==> config.mk <==
export PLATFORM = sky130hd
export DESIGN_NAME = frog_round_ctrl
export DESIGN_NICKNAME = d
export VERILOG_FILES = /design/src/rtl/frog_pkg.sv /design/src/rtl/frog_round_ctrl_tick_counter.sv /design/src/rtl/frog_round_ctrl.sv
export SDC_FILE = /design/constraint.sdc
export NUM_CORES = 1
export LEC_CHECK = 0
export CORE_UTILIZATION = 38
export DETAILED_ROUTE_END_ITERATION = 16
export GPL_TIMING_DRIVEN = 1
export HOLD_SLACK_MARGIN = 0.02
export PLACE_DENSITY = 0.59
export SLEW_MARGIN = 40
export SYNTH_ARGS = -nofsm -noshare
export SYNTH_HDL_FRONTEND = slang
export SYNTH_HIERARCHICAL = 1
export SYNTH_SLANG_ARGS = --single-unit
==> constraint.sdc <==
create_clock -name clk -period 3.02 [get_ports clk]
set_input_delay 0.604 -clock clk [delete_from_list [all_inputs] [get_ports clk]]
set_output_delay 0.604 -clock clk [all_outputs]
set_load 0.01 [all_outputs]
==> src/rtl/frog_pkg.sv <==
// Shared state encoding and widths for the frog round/lives sequencer.
package frog_pkg;

  typedef enum logic [2:0] {
    ST_IDLE      = 3'd0,
    ST_PLAY      = 3'd1,
    ST_DYING     = 3'd2,
    ST_RESPAWN   = 3'd3,
    ST_LEVEL_UP  = 3'd4,
    ST_GAME_OVER = 3'd5
  } round_state_t;

  localparam logic [3:0] MAX_SPEED = 4'd9;
  localparam int         LIVES_W   = 3;
  localparam int         TIMER_W   = 8;

endpackage

==> src/rtl/frog_round_ctrl_tick_counter.sv <==
// Terminal-count counter advanced by frame ticks; o_wrap flags the tick that
// takes the count from TC-1 back to 0.
module tick_counter #(
  parameter int TC = 60
) (
  input  logic clk,
  input  logic srst,
  input  logic i_clear,
  input  logic i_tick,
  output logic o_wrap
);

  localparam int            W    = (TC > 1) ? $clog2(TC) : 1;
  localparam logic [W-1:0]  LAST = W'(TC - 1);

  logic [W-1:0] r_count;

  assign o_wrap = i_tick && !i_clear && (r_count == LAST);

  always_ff @(posedge clk) begin
    if (srst || i_clear) begin
      r_count <= '0;
    end else if (i_tick) begin
      r_count <= (r_count == LAST) ? '0 : r_count + W'(1);
    end
  end

endmodule

==> src/rtl/frog_round_ctrl.sv <==
// Round/lives sequencer driving the frog movement block's reset, speed and gameOver.
// Define FROG_BONUS_LIFE_EN to award an extra life (capped at 7) on every level-up.
module frog_round_ctrl
  import frog_pkg::*;
#(
  parameter int LIVES_INIT    = 3,
  parameter int TICKS_PER_SEC = 60,
  parameter int ROUND_SECS    = 30,
  parameter int DEATH_TICKS   = 60,
  parameter int MAX_LEVEL     = int'(MAX_SPEED)
) (
  input  logic               clk,
  input  logic               Reset,
  input  logic               tick,
  input  logic               start,
  input  logic               collision,
  input  logic               home_event,
  input  logic               all_home,
  output logic               frog_reset,
  output logic               game_over,
  output logic [3:0]         speed,
  output logic [LIVES_W-1:0] lives,
  output logic [TIMER_W-1:0] timer,
  output logic [2:0]         state
);

  localparam logic [LIVES_W-1:0] LP_LIVES_INIT = LIVES_W'(LIVES_INIT);
  localparam logic [TIMER_W-1:0] LP_ROUND      = TIMER_W'(ROUND_SECS);
  localparam logic [3:0]         LP_MAX_LEVEL  = 4'(MAX_LEVEL);

  round_state_t       r_state;
  logic               r_frog_reset;
  logic               r_game_over;
  logic [3:0]         r_speed;
  logic [LIVES_W-1:0] r_lives;
  logic [TIMER_W-1:0] r_timer;

  logic               w_sec_tick;
  logic               w_sec_wrap;
  logic               w_death_wrap;
  logic [LIVES_W-1:0] w_lives_dec;

  // Seconds only advance on a tick that no higher-priority PLAY event pre-empts.
  assign w_sec_tick  = tick && (r_state == ST_PLAY) && !collision && !all_home && !home_event;
  assign w_lives_dec = (r_lives == '0) ? '0 : r_lives - LIVES_W'(1);

  tick_counter #(.TC(TICKS_PER_SEC)) u_sec_cnt (
    .clk     (clk),
    .srst    (Reset),
    .i_clear (r_state == ST_RESPAWN),
    .i_tick  (w_sec_tick),
    .o_wrap  (w_sec_wrap)
  );

  tick_counter #(.TC(DEATH_TICKS)) u_death_cnt (
    .clk     (clk),
    .srst    (Reset),
    .i_clear (r_state != ST_DYING),
    .i_tick  (tick && (r_state == ST_DYING)),
    .o_wrap  (w_death_wrap)
  );

  always_ff @(posedge clk) begin
    if (Reset) begin
      r_state      <= ST_IDLE;
      r_frog_reset <= 1'b0;
      r_game_over  <= 1'b0;
      r_speed      <= '0;
      r_lives      <= LP_LIVES_INIT;
      r_timer      <= LP_ROUND;
    end else begin
      r_frog_reset <= 1'b0;
      case (r_state)
        ST_IDLE: begin
          if (start) begin
            r_state      <= ST_RESPAWN;
            r_frog_reset <= 1'b1;
            r_lives      <= LP_LIVES_INIT;
            r_speed      <= '0;
          end
        end
        ST_PLAY: begin
          if (collision) begin
            r_state <= ST_DYING;
            r_lives <= w_lives_dec;
          end else if (all_home) begin
            r_state <= ST_LEVEL_UP;
          end else if (home_event) begin
            r_state      <= ST_RESPAWN;
            r_frog_reset <= 1'b1;
            r_timer      <= LP_ROUND;
          end else if (w_sec_wrap) begin
            r_timer <= r_timer - TIMER_W'(1);
            if (r_timer == TIMER_W'(1)) begin
              r_state <= ST_DYING;
              r_lives <= w_lives_dec;
            end
          end
        end
        ST_DYING: begin
          if (w_death_wrap) begin
            if (r_lives == '0) begin
              r_state     <= ST_GAME_OVER;
              r_game_over <= 1'b1;
            end else begin
              r_state      <= ST_RESPAWN;
              r_frog_reset <= 1'b1;
            end
          end
        end
        ST_RESPAWN: begin
          r_state <= ST_PLAY;
          r_timer <= LP_ROUND;
        end
        ST_LEVEL_UP: begin
          r_state      <= ST_RESPAWN;
          r_frog_reset <= 1'b1;
          if (r_speed < LP_MAX_LEVEL) begin
            r_speed <= r_speed + 4'd1;
          end
`ifdef FROG_BONUS_LIFE_EN
          if (r_lives != '1) begin
            r_lives <= r_lives + LIVES_W'(1);
          end
`endif
        end
        ST_GAME_OVER: begin
          if (start) begin
            r_state     <= ST_IDLE;
            r_game_over <= 1'b0;
          end
        end
        default: begin
          r_state     <= ST_IDLE;
          r_game_over <= 1'b0;
        end
      endcase
    end
  end

  assign frog_reset = r_frog_reset;
  assign game_over  = r_game_over;
  assign speed      = r_speed;
  assign lives      = r_lives;
  assign timer      = r_timer;
  assign state      = r_state;

endmodule

; ---- Word level (Yosys, flattened, before mapping)
; Cells that the tools add are included.
[classes]
n_bitwise = 1
muxes = 38
n_lt_le_gt_ge = 1
n_eq_ne = 23
n_reduce_logical = 27
addsub = 5
[ops]
columns = op, count
row1 = 3-bit two-way mux, 15
row2 = 8-bit two-way mux, 4
row3 = 3-bit case mux with 6 select lines, 1
row4 = 8-bit case mux with 2 select lines, 1
row5 = 6-bit by 1-bit adder with 6-bit output (second input constant), 2
row6 = 6-bit == test (second input constant), 2
row7 = 6-bit two-way mux, 2
row8 = 3-bit by 2-bit inequality test with 1-bit output (second input constant), 4
row9 = 2-bit inequality test (second input constant), 5
row10 = 5-bit by 4-bit inequality test with 1-bit output (second input constant), 2
row11 = 1-bit logical AND, 9
row12 = 1-bit two-way mux, 9
row13 = 8-bit by 1-bit == test with 1-bit output (second input constant), 1
row14 = 4-bit two-way mux, 2
row15 = 4-bit case mux with 2 select lines, 1
row16 = 4-bit AND reduction, 2
row17 = 8-bit by 1-bit subtractor with 8-bit output (second input constant), 1
row18 = 3-bit by 2-bit == test with 1-bit output (second input constant), 2
row19 = 3-bit == test (second input constant), 2
row20 = 3-bit logical NOT, 2
row21 = 3-bit inequality test (second input constant), 2
row22 = 3-bit case mux with 2 select lines, 1
row23 = 6-bit AND reduction, 1
row24 = 2-bit nonzero test, 3
row25 = other kinds (13), 19
[word_totals]
regBits = 32
out_inout_bits = 20
wordCells = 103
in_bits = 7

; ---- Logic depth before layout (Yosys ltp)
; Gate-level depths: netlist of run 1.
[depth]
word_depth = 12
depth_mapped = 11
depth_no_buf = 10

; ---- Modules after synthesis
; The synthesis of run 1 kept the hierarchy.
[by_module_without_submodules]
columns = module, n_inst, seq_area_each_um2, area_per_inst_um2, cells_per_inst
row1 = frog_round_ctrl, 1, 400.4, 1171.1, 138
row2 = tick_counter, 2, 120.1, 279.0, 29

; ---- Worst setup path after synthesis of run 1
; OpenSTA, ideal clock, no wires.
[synth_path]
path_type = input to register
startpoint = in collision
endpoint = reg r_lives[1] (netlist: lives[1])
path_slack_ns = 0.060
path_buffers = 0
arrival_ns = 2.838
t_required_ns = 2.898
path_stages = 10
setup_time_ns = 0.122
cell_sequence = or2_4 nor2_1 and3_1 nand2_1 nor3_1 and2_1 nand4_2 a2111oi_4 nand2b_1 a221o_1
[synth_between]
elab_chain_len = 8
word_cells_on_any_way = 13
cone_classes = 4 x eq/ne / 2 x mux / 7 x reduce/logical
[synth_rtl]
columns = item, line_no
row1 = start: declaration, frog_round_ctrl.sv:16  ; input logic collision,
row2 = 1-bit logical NOT, frog_round_ctrl.sv:44  ; assign w_sec_tick = tick && (r_state == ST_PLAY) && !collision && !all_home && !home_event;
row3 = 1-bit logical AND (3 in a row), frog_round_ctrl.sv:44
row4 = net w_sec_tick, frog_round_ctrl.sv:38  ; logic w_sec_tick;
row5 = 1-bit logical AND (2 in a row), frog_round_ctrl_tick_counter.sv:18  ; assign o_wrap = i_tick && !i_clear && (r_count == LAST);
row6 = net w_sec_wrap, frog_round_ctrl.sv:39  ; logic w_sec_wrap;
row7 = 3-bit by 2-bit inequality test with 1-bit output (no source line), -
row8 = 6-bit AND reduction (no source line), -
row9 = end signal: assignment, frog_round_ctrl.sv:85  ; r_lives <= w_lives_dec;
row10 = end signal: assignment, frog_round_ctrl.sv:96  ; r_lives <= w_lives_dec;
row11 = end: declaration, frog_round_ctrl.sv:35  ; logic [LIVES_W-1:0] r_lives;
; The timed path passes the listed nets, and every way through them passes these cells.
; A chain may end at the register's enable or synchronous reset.

; ---- Worst setup path after layout of run 1
; Ends and elaborated chain as after synthesis.

==> results.ini, run 1 <==
[job]
max_cap_violations = 0

[cts]
clock-root-buffer = sky130_fd_sc_hd__clkbuf_8
cts.htree.levels = 2
cts-hold-fix-buffers = 0
cts_tree = yes
cts_max_path_buffers = 2
insertion_delay_ps = 280
clock_sinks = 32
clk_pin_slew_worst_paths_ps = 60
tritoncts.num_buffers = 5

[timing]
slew_viol_final = 0
fin_crit_ps = 2750
rsz0062_at_grt = no
timing.clock.skew_ps = 4.45
timing.final.crit_share = 0.911
finalSetupViolations = 0
hold-worst-slack_ps = 489
relSlewSlack = 0.615
final_critical_path_setup_slack_ps = 269
worst_slew_pin_slew_ps = 573
clock.fmax_ghz = 0.364
report.final.hold_viol_count = 0

[logic_synthesis]
synth-simple-area-share = 0.275
register_bit_total_from_synthesis = 32
ys_types = 49
yosys_warnings = 6
postSynthAreaPerCell_um2 = 8.82
muxShareOfSynthArea = 0.0174
synth_edf_count = 0
yosys.area_share.xor_xnor = 0.0709
async_reset_ff_frac = 0
synth_fp_nets = 209
post_synth_fa_ha_maj_area_fraction = 0.0434
synth-compound-area-share = 0.198
post_synth_instance_area_um2 = 1730
ys_dominant_reg_cell = sky130_fd_sc_hd__dfxtp_1
seq_area_frac_synth = 0.370
syn-instance-count = 196
dominant_combinational_cell_family_by_area_after_synthesis = simple AND/OR/NAND/NOR gates

[layout]
final_util = 0.521
final-seq-area_um2 = 641
stdcell_area_um2 = 2270
layout_common_cells = sky130_fd_sc_hd__nor2_1, sky130_fd_sc_hd__dfxtp_1, sky130_fd_sc_hd__clkdlybuf4s50_1, sky130_fd_sc_hd__buf_4, sky130_fd_sc_hd__nand2_1
diodes = 0
layout.filler_cells = 401
post_route_cells_drive_above_1_share = 0.168
final_net_count = 256
multi_input_comb_area_um2 = 1050
layout-area-overhead-vs-synth_pct = 31.2
mostFrequentLayoutCell = sky130_fd_sc_hd__nor2_1

[worst_hold_path]
min_path_cells = 2
hold_path_class = flop to flop

[power_and_ir_drop]
vdd.ir_drop.worst_uv = 255
p_leak_nw = 0.856
report.power.total_mw = 1.35
total_power_per_unit_cell_area_nw_per_um2 = 596

[worst_setup_path]
required_ps = 3190
worstSetupStartpointType = primary input
launching_point_of_the_worst_reg2reg_path = state[1]
crit_cells = 11
r2r_depth = 10
critPathTopFamily = simple AND/OR/NAND/NOR gates
max_stage_delay_ps = 420
crit_path_top_delay_cell = sky130_fd_sc_hd__clkdlybuf4s50_1
critical_path.max_fanout = 2
crit_path_end_kind = flop
r2r_setup_slack_ps = 590
critPathKind = primary input to flop
cp.buffers_inverters = 1
critPathLaunch = collision
timing.rr.end = lives[1]
crit_path_dat_ps = 2920
worstPathCellList = clkdlybuf4s50_1 > or2_4 > nor2_1 > and3_1 > nand2_1 > nor3_2 > and2_1 > nand4_2 > a2111oi_4 > nand2b_1 > a221o_1
worstSetupEndpoint = lives[1]

[floorplan]
initial_utilization = 0.397
die-area_um2 = 4820
floorplan.core_area_um2 = 4350
rows = 24
die_ht_um = 69.5
dieWidth_um = 69.5
pin_count = 27

[global_route]
grt_overflow = 0
grt_max_degree = 14
grt_pass1_wl_um = 6400
grt_pass1_vias = 1398
grt_antenna_before_repair = 0
grt.total_usage = 0.168

[drt]
final_antenna_net_count = 0
detailedRoute.firstPassIterationCount = 4
route.final.wire_length_um = 3850
detailed_route_wire_length_per_cell_um = 13.0
drc_errors = 0
post_drt_via_cell_ratio = 5.27
first_iter_violations = 49
detailroute.via_count = 1561

[place]
placement.setup.worst_slack_ps = -108
dpl.hpwl_um = 2840
placed_standard_cell_area_um2 = 2170
port_buffers = 26
place_congestion = 0.807

[run_status]
outcome = finished clean

## metal layers
layer  routed length (um)  track usage
met3                  129       0.0509
met5                    0            0
met2                 1670        0.243
met1                 1990        0.227
met4                   62       0.0816
## metrics by stage
step / setup TNS (ps) / instances
finish: 0 / 296
floorplan: 0 / 196
global route: 0 / 296
detailed placement: -122 / 288
CTS: 0 / 296
global placement: 0 / 288
## synth_stat cells, types with 3 or more instances
library cell / n / area [um2]
sky130_fd_sc_hd__nor2_1: 35 / 131
sky130_fd_sc_hd__dfxtp_1: 32 / 641
sky130_fd_sc_hd__nand2_1: 14 / 52.6
sky130_fd_sc_hd__xor2_1: 10 / 87.6
sky130_fd_sc_hd__nor3_1: 8 / 40.0
sky130_fd_sc_hd__inv_1: 7 / 26.3
sky130_fd_sc_hd__nand2b_1: 7 / 43.8
sky130_fd_sc_hd__o21ai_0: 7 / 35.0
sky130_fd_sc_hd__ha_1: 6 / 75.1
sky130_fd_sc_hd__a21oi_1: 5 / 25.0
sky130_fd_sc_hd__nand3_1: 4 / 20.0
sky130_fd_sc_hd__xnor2_1: 4 / 35.0
sky130_fd_sc_hd__a31o_2: 3 / 26.3
sky130_fd_sc_hd__clkbuf_1: 3 / 11.3
sky130_fd_sc_hd__mux2i_1: 3 / 30.0
sky130_fd_sc_hd__nand4_2: 3 / 37.5
sky130_fd_sc_hd__o32a_1: 3 / 30.0
## flip-flops by register name (all words and copies together) (netlist names)
name                 cells
u_sec_cnt/r_count        6
game_over                1
lives                    3
frog_reset               1
u_death_cnt/r_count      6
speed                    4
timer                    8
state                    3
## what timing repair did
item	CTS	global route
endpoints found under the setup margin	0	1
resized for setup	0	1
setup buffers	0	0
## power by group
part	leakage, nW	switching, mW	internal [mW]
Clock	0.0455	0.150	0.186
Sequential	0.259	0.0368	0.454
Combinational	0.552	0.275	0.252
Total	0.856	0.462	0.891
## worst min path at each step
| stage | start | end | slack, ps |
|---|---|---|---|
| final | lives[2] | lives[2] | 490 |
| after CTS | lives[2] | lives[2] | 490 |
| after global routing | lives[2] | lives[2] | 520 |
| after global placement | lives[2] | lives[2] | 480 |
| after floorplan | u_death_cnt/r_count[4] | u_death_cnt/r_count[4] | 460 |
| after detailed placement | lives[2] | lives[2] | 480 |
## cell type report
class,instances,share of cell area
multi-input cells,153,0.463
flip-flops and latches,32,0.282
clock buffers,8,0.0397
repair buffers,44,0.174
well taps,52,0.0287
inverters,7,0.0116
## worst register-to-register path: stages (launching register included)
cell and delay, ps:
sky130_fd_sc_hd__dfxtp_1 380, sky130_fd_sc_hd__nand2b_1 240, sky130_fd_sc_hd__nor2_1 160, sky130_fd_sc_hd__and3_1 190, sky130_fd_sc_hd__nand2_1 80, sky130_fd_sc_hd__nor3_2 200, sky130_fd_sc_hd__and2_1 190, sky130_fd_sc_hd__nand4_2 130
sky130_fd_sc_hd__a2111oi_4 390, sky130_fd_sc_hd__nand2b_1 90, sky130_fd_sc_hd__a221o_1 290
## logic make-up (layout without fill, tap and decap cells)
| kind of cell | after synthesis | count (layout) |
|---|---|---|
| AO/OA/AOI/OAI | 41 | 41 |
| XOR/XNOR | 14 | 14 |
| adder cells (fa/ha/maj) | 6 | 6 |
| buffers and inverters | 11 | 59 |
| flip-flops | 32 | 32 |
| multiplexers | 3 | 3 |
| AND/OR/NAND/NOR | 89 | 89 |
(Power assumes the default switching activity.)
==> run 2, diff against run 1 <==
--- a/config.mk
+++ b/config.mk
@@ -5,10 +5,10 @@
 export SDC_FILE = /design/constraint.sdc
 export NUM_CORES = 1
 export LEC_CHECK = 0
+export CORE_ASPECT_RATIO = 1.5
 export CORE_UTILIZATION = 38
 export DETAILED_ROUTE_END_ITERATION = 16
 export GPL_TIMING_DRIVEN = 1
-export HOLD_SLACK_MARGIN = 0.02
 export PLACE_DENSITY = 0.59
 export SLEW_MARGIN = 40
 export SYNTH_ARGS = -nofsm -noshare
==> results.ini, run 2 (same netlist as run 1, synthesis figures left out) <==
[worst_setup_path]
crit_path_end_kind = flop  ; unchanged
critical_path.max_fanout = 2  ; unchanged
worstSetupStartpointType = primary input  ; unchanged
critPathLaunch = collision  ; unchanged
r2r_setup_slack_ps = 650  ; was 590 ps
critPathKind = primary input to flop  ; unchanged
launching_point_of_the_worst_reg2reg_path = state[1]  ; unchanged
required_ps = 3200  ; was 3190 ps
crit_path_dat_ps = 2930  ; was 2920 ps

[cts]
cts_max_path_buffers = 2  ; unchanged
clock-root-buffer = sky130_fd_sc_hd__clkbuf_8  ; unchanged
clock_sinks = 32  ; unchanged
cts.htree.levels = 2  ; unchanged
tritoncts.num_buffers = 5  ; unchanged
insertion_delay_ps = 290  ; was 280 ps
clk_pin_slew_worst_paths_ps = 70  ; was 60 ps
cts_tree = yes  ; unchanged

[drt]
final_antenna_net_count = 0  ; unchanged
first_iter_violations = 45  ; was 49
detailedRoute.firstPassIterationCount = 3  ; was 4
detailroute.via_count = 1582  ; was 1561
post_drt_via_cell_ratio = 5.51  ; was 5.27
route.final.wire_length_um = 4080  ; was 3850 um
drc_errors = 0  ; unchanged
detailed_route_wire_length_per_cell_um = 14.2  ; was 13.0 um

[layout]
diodes = 0  ; unchanged
post_route_cells_drive_above_1_share = 0.166  ; was 0.168
stdcell_count = 287  ; was 296
layout-area-overhead-vs-synth_pct = 29.6  ; was 31.2%
largest_register_ff_count = 8  ; unchanged
layout_common_cells = sky130_fd_sc_hd__nor2_1, sky130_fd_sc_hd__dfxtp_1, sky130_fd_sc_hd__clkdlybuf4s50_1, sky130_fd_sc_hd__buf_4, sky130_fd_sc_hd__nand2_1  ; unchanged
mostFrequentLayoutCell = sky130_fd_sc_hd__nor2_1  ; unchanged
final_util = 0.523  ; was 0.521
final_net_count = 253  ; was 256

[job]
max_cap_violations = 0  ; unchanged

[power_and_ir_drop]
vdd.ir_drop.worst_uv = 303  ; was 255 uV
p_leak_nw = 0.846  ; was 0.856 nW
total_power_per_unit_cell_area_nw_per_um2 = 604  ; was 596 nW/um2

[floorplan]
initial_utilization = 0.404  ; was 0.397
dieWidth_um = 57.1  ; was 69.5 um
die-area_um2 = 4830  ; was 4820 um2
floorplan.core_area_um2 = 4280  ; was 4350 um2
rows = 29  ; was 24
pin_count = 27  ; unchanged
die_ht_um = 84.6  ; was 69.5 um

[timing]
report.final.hold_viol_count = 0  ; unchanged
slew_viol_final = 0  ; unchanged
timing.setup.tns_ps = 0  ; unchanged
rsz0062_at_grt = no  ; unchanged
timing.clock.skew_ps = 7.12  ; was 4.45 ps
fin_crit_ps = 2750  ; about the same
hold-worst-slack_ps = 496  ; was 489 ps
finalSetupViolations = 0  ; unchanged
timing.final.crit_share = 0.910  ; was 0.911
final_critical_path_setup_slack_ps = 272  ; was 269 ps
worst_slew_pin_slew_ps = 597  ; was 573 ps
clock.fmax_ghz = 0.364  ; about the same
relSlewSlack = 0.599  ; was 0.615

[global_route]
grt.total_usage = 0.185  ; was 0.168
grt_pass1_wl_um = 7020  ; was 6400 um
grt_antenna_before_repair = 0  ; unchanged
grt_overflow = 0  ; unchanged
grt_max_degree = 18  ; was 14
grt_pass1_vias = 1578  ; was 1398

[place]
placement.setup.worst_slack_ps = -68.4  ; was -108 ps
post-place-cells = 279  ; was 288
dpl.hpwl_um = 3100  ; was 2840 um
place_congestion = 0.773  ; was 0.807
port_buffers = 26  ; unchanged

[worst_hold_path]
hp-start = u_death_cnt/r_count[4]  ; was lives[2]
hold_path_class = flop to flop  ; unchanged

[run_status]
outcome = finished clean  ; unchanged

## run 2: changes by cell type in the layout (fill, tap and decap cells not counted)
cell | previous run | this run
sky130_fd_sc_hd__buf_4 | 18 | 15
sky130_fd_sc_hd__clkbuf_1 | 2 | 0
sky130_fd_sc_hd__clkinv_2 | 0 | 2
## run 2: where the power goes
| part | total (mW) | internal, mW | switching [mW] | leakage, nW |
|---|---|---|---|---|
| clock network | 0.347 | 0.182 | 0.165 | 0.0510 |
| logic | 0.523 | 0.244 | 0.279 | 0.536 |
| registers | 0.483 | 0.454 | 0.0297 | 0.259 |
| total | 1.35 | 0.879 | 0.474 | 0.846 |
## run 2: final cells by class
cell class	count	area, um2
clock buffer	6	82.6
clock inverter	2	10.0
fill	423	2040
inverter	7	26.3
multi-input combinational	153	1050
sequential	32	641
tap	46	57.6
timing repair buffer	41	373
## run 2: routing by layer
metal	track usage	vias up	routed length [um]
met5	0	-	0
met4	0.0776	0	67
met3	0.0385	8	101
met2	0.326	21	2130
met1	0.211	758	1780
li1	-	795	-
## run 2: metrics by stage
step	total power [mW]	cell area, um2
2_1_floorplan	0.820	1730
3_3_place_gp	1.00	2140
3_5_place_dp	1.01	2140
4_1_cts	1.36	2240
5_1_grt	1.43	2240
6_report	1.35	2240
## run 2: worst max-delay path, cell delays in order
cell and delay (ps):
sky130_fd_sc_hd__clkdlybuf4s50_1 430, sky130_fd_sc_hd__or2_4 240, sky130_fd_sc_hd__nor2_1 120, sky130_fd_sc_hd__and3_1 190, sky130_fd_sc_hd__nand2_1 80, sky130_fd_sc_hd__nor3_2 170, sky130_fd_sc_hd__and2_1 190, sky130_fd_sc_hd__nand4_2 130
sky130_fd_sc_hd__a2111oi_4 390, sky130_fd_sc_hd__nand2b_1 90, sky130_fd_sc_hd__a221o_1 280
## run 2: timing repair
| item | CTS | global route |
|---|---|---|
| resized for setup | 0 | 1 |
| hold buffers | 0 | 0 |
| setup endpoints to repair | 0 | 1 |
| setup buffers | 0 | 0 |
## run 2: final timing paths
kind,cells past startpoint,endpoint
worst max-delay path,11,lives[1]
worst min-delay path,2,u_death_cnt/r_count[4]
worst max register to register,10,lives[1]
worst min register to register,2,u_death_cnt/r_count[4]
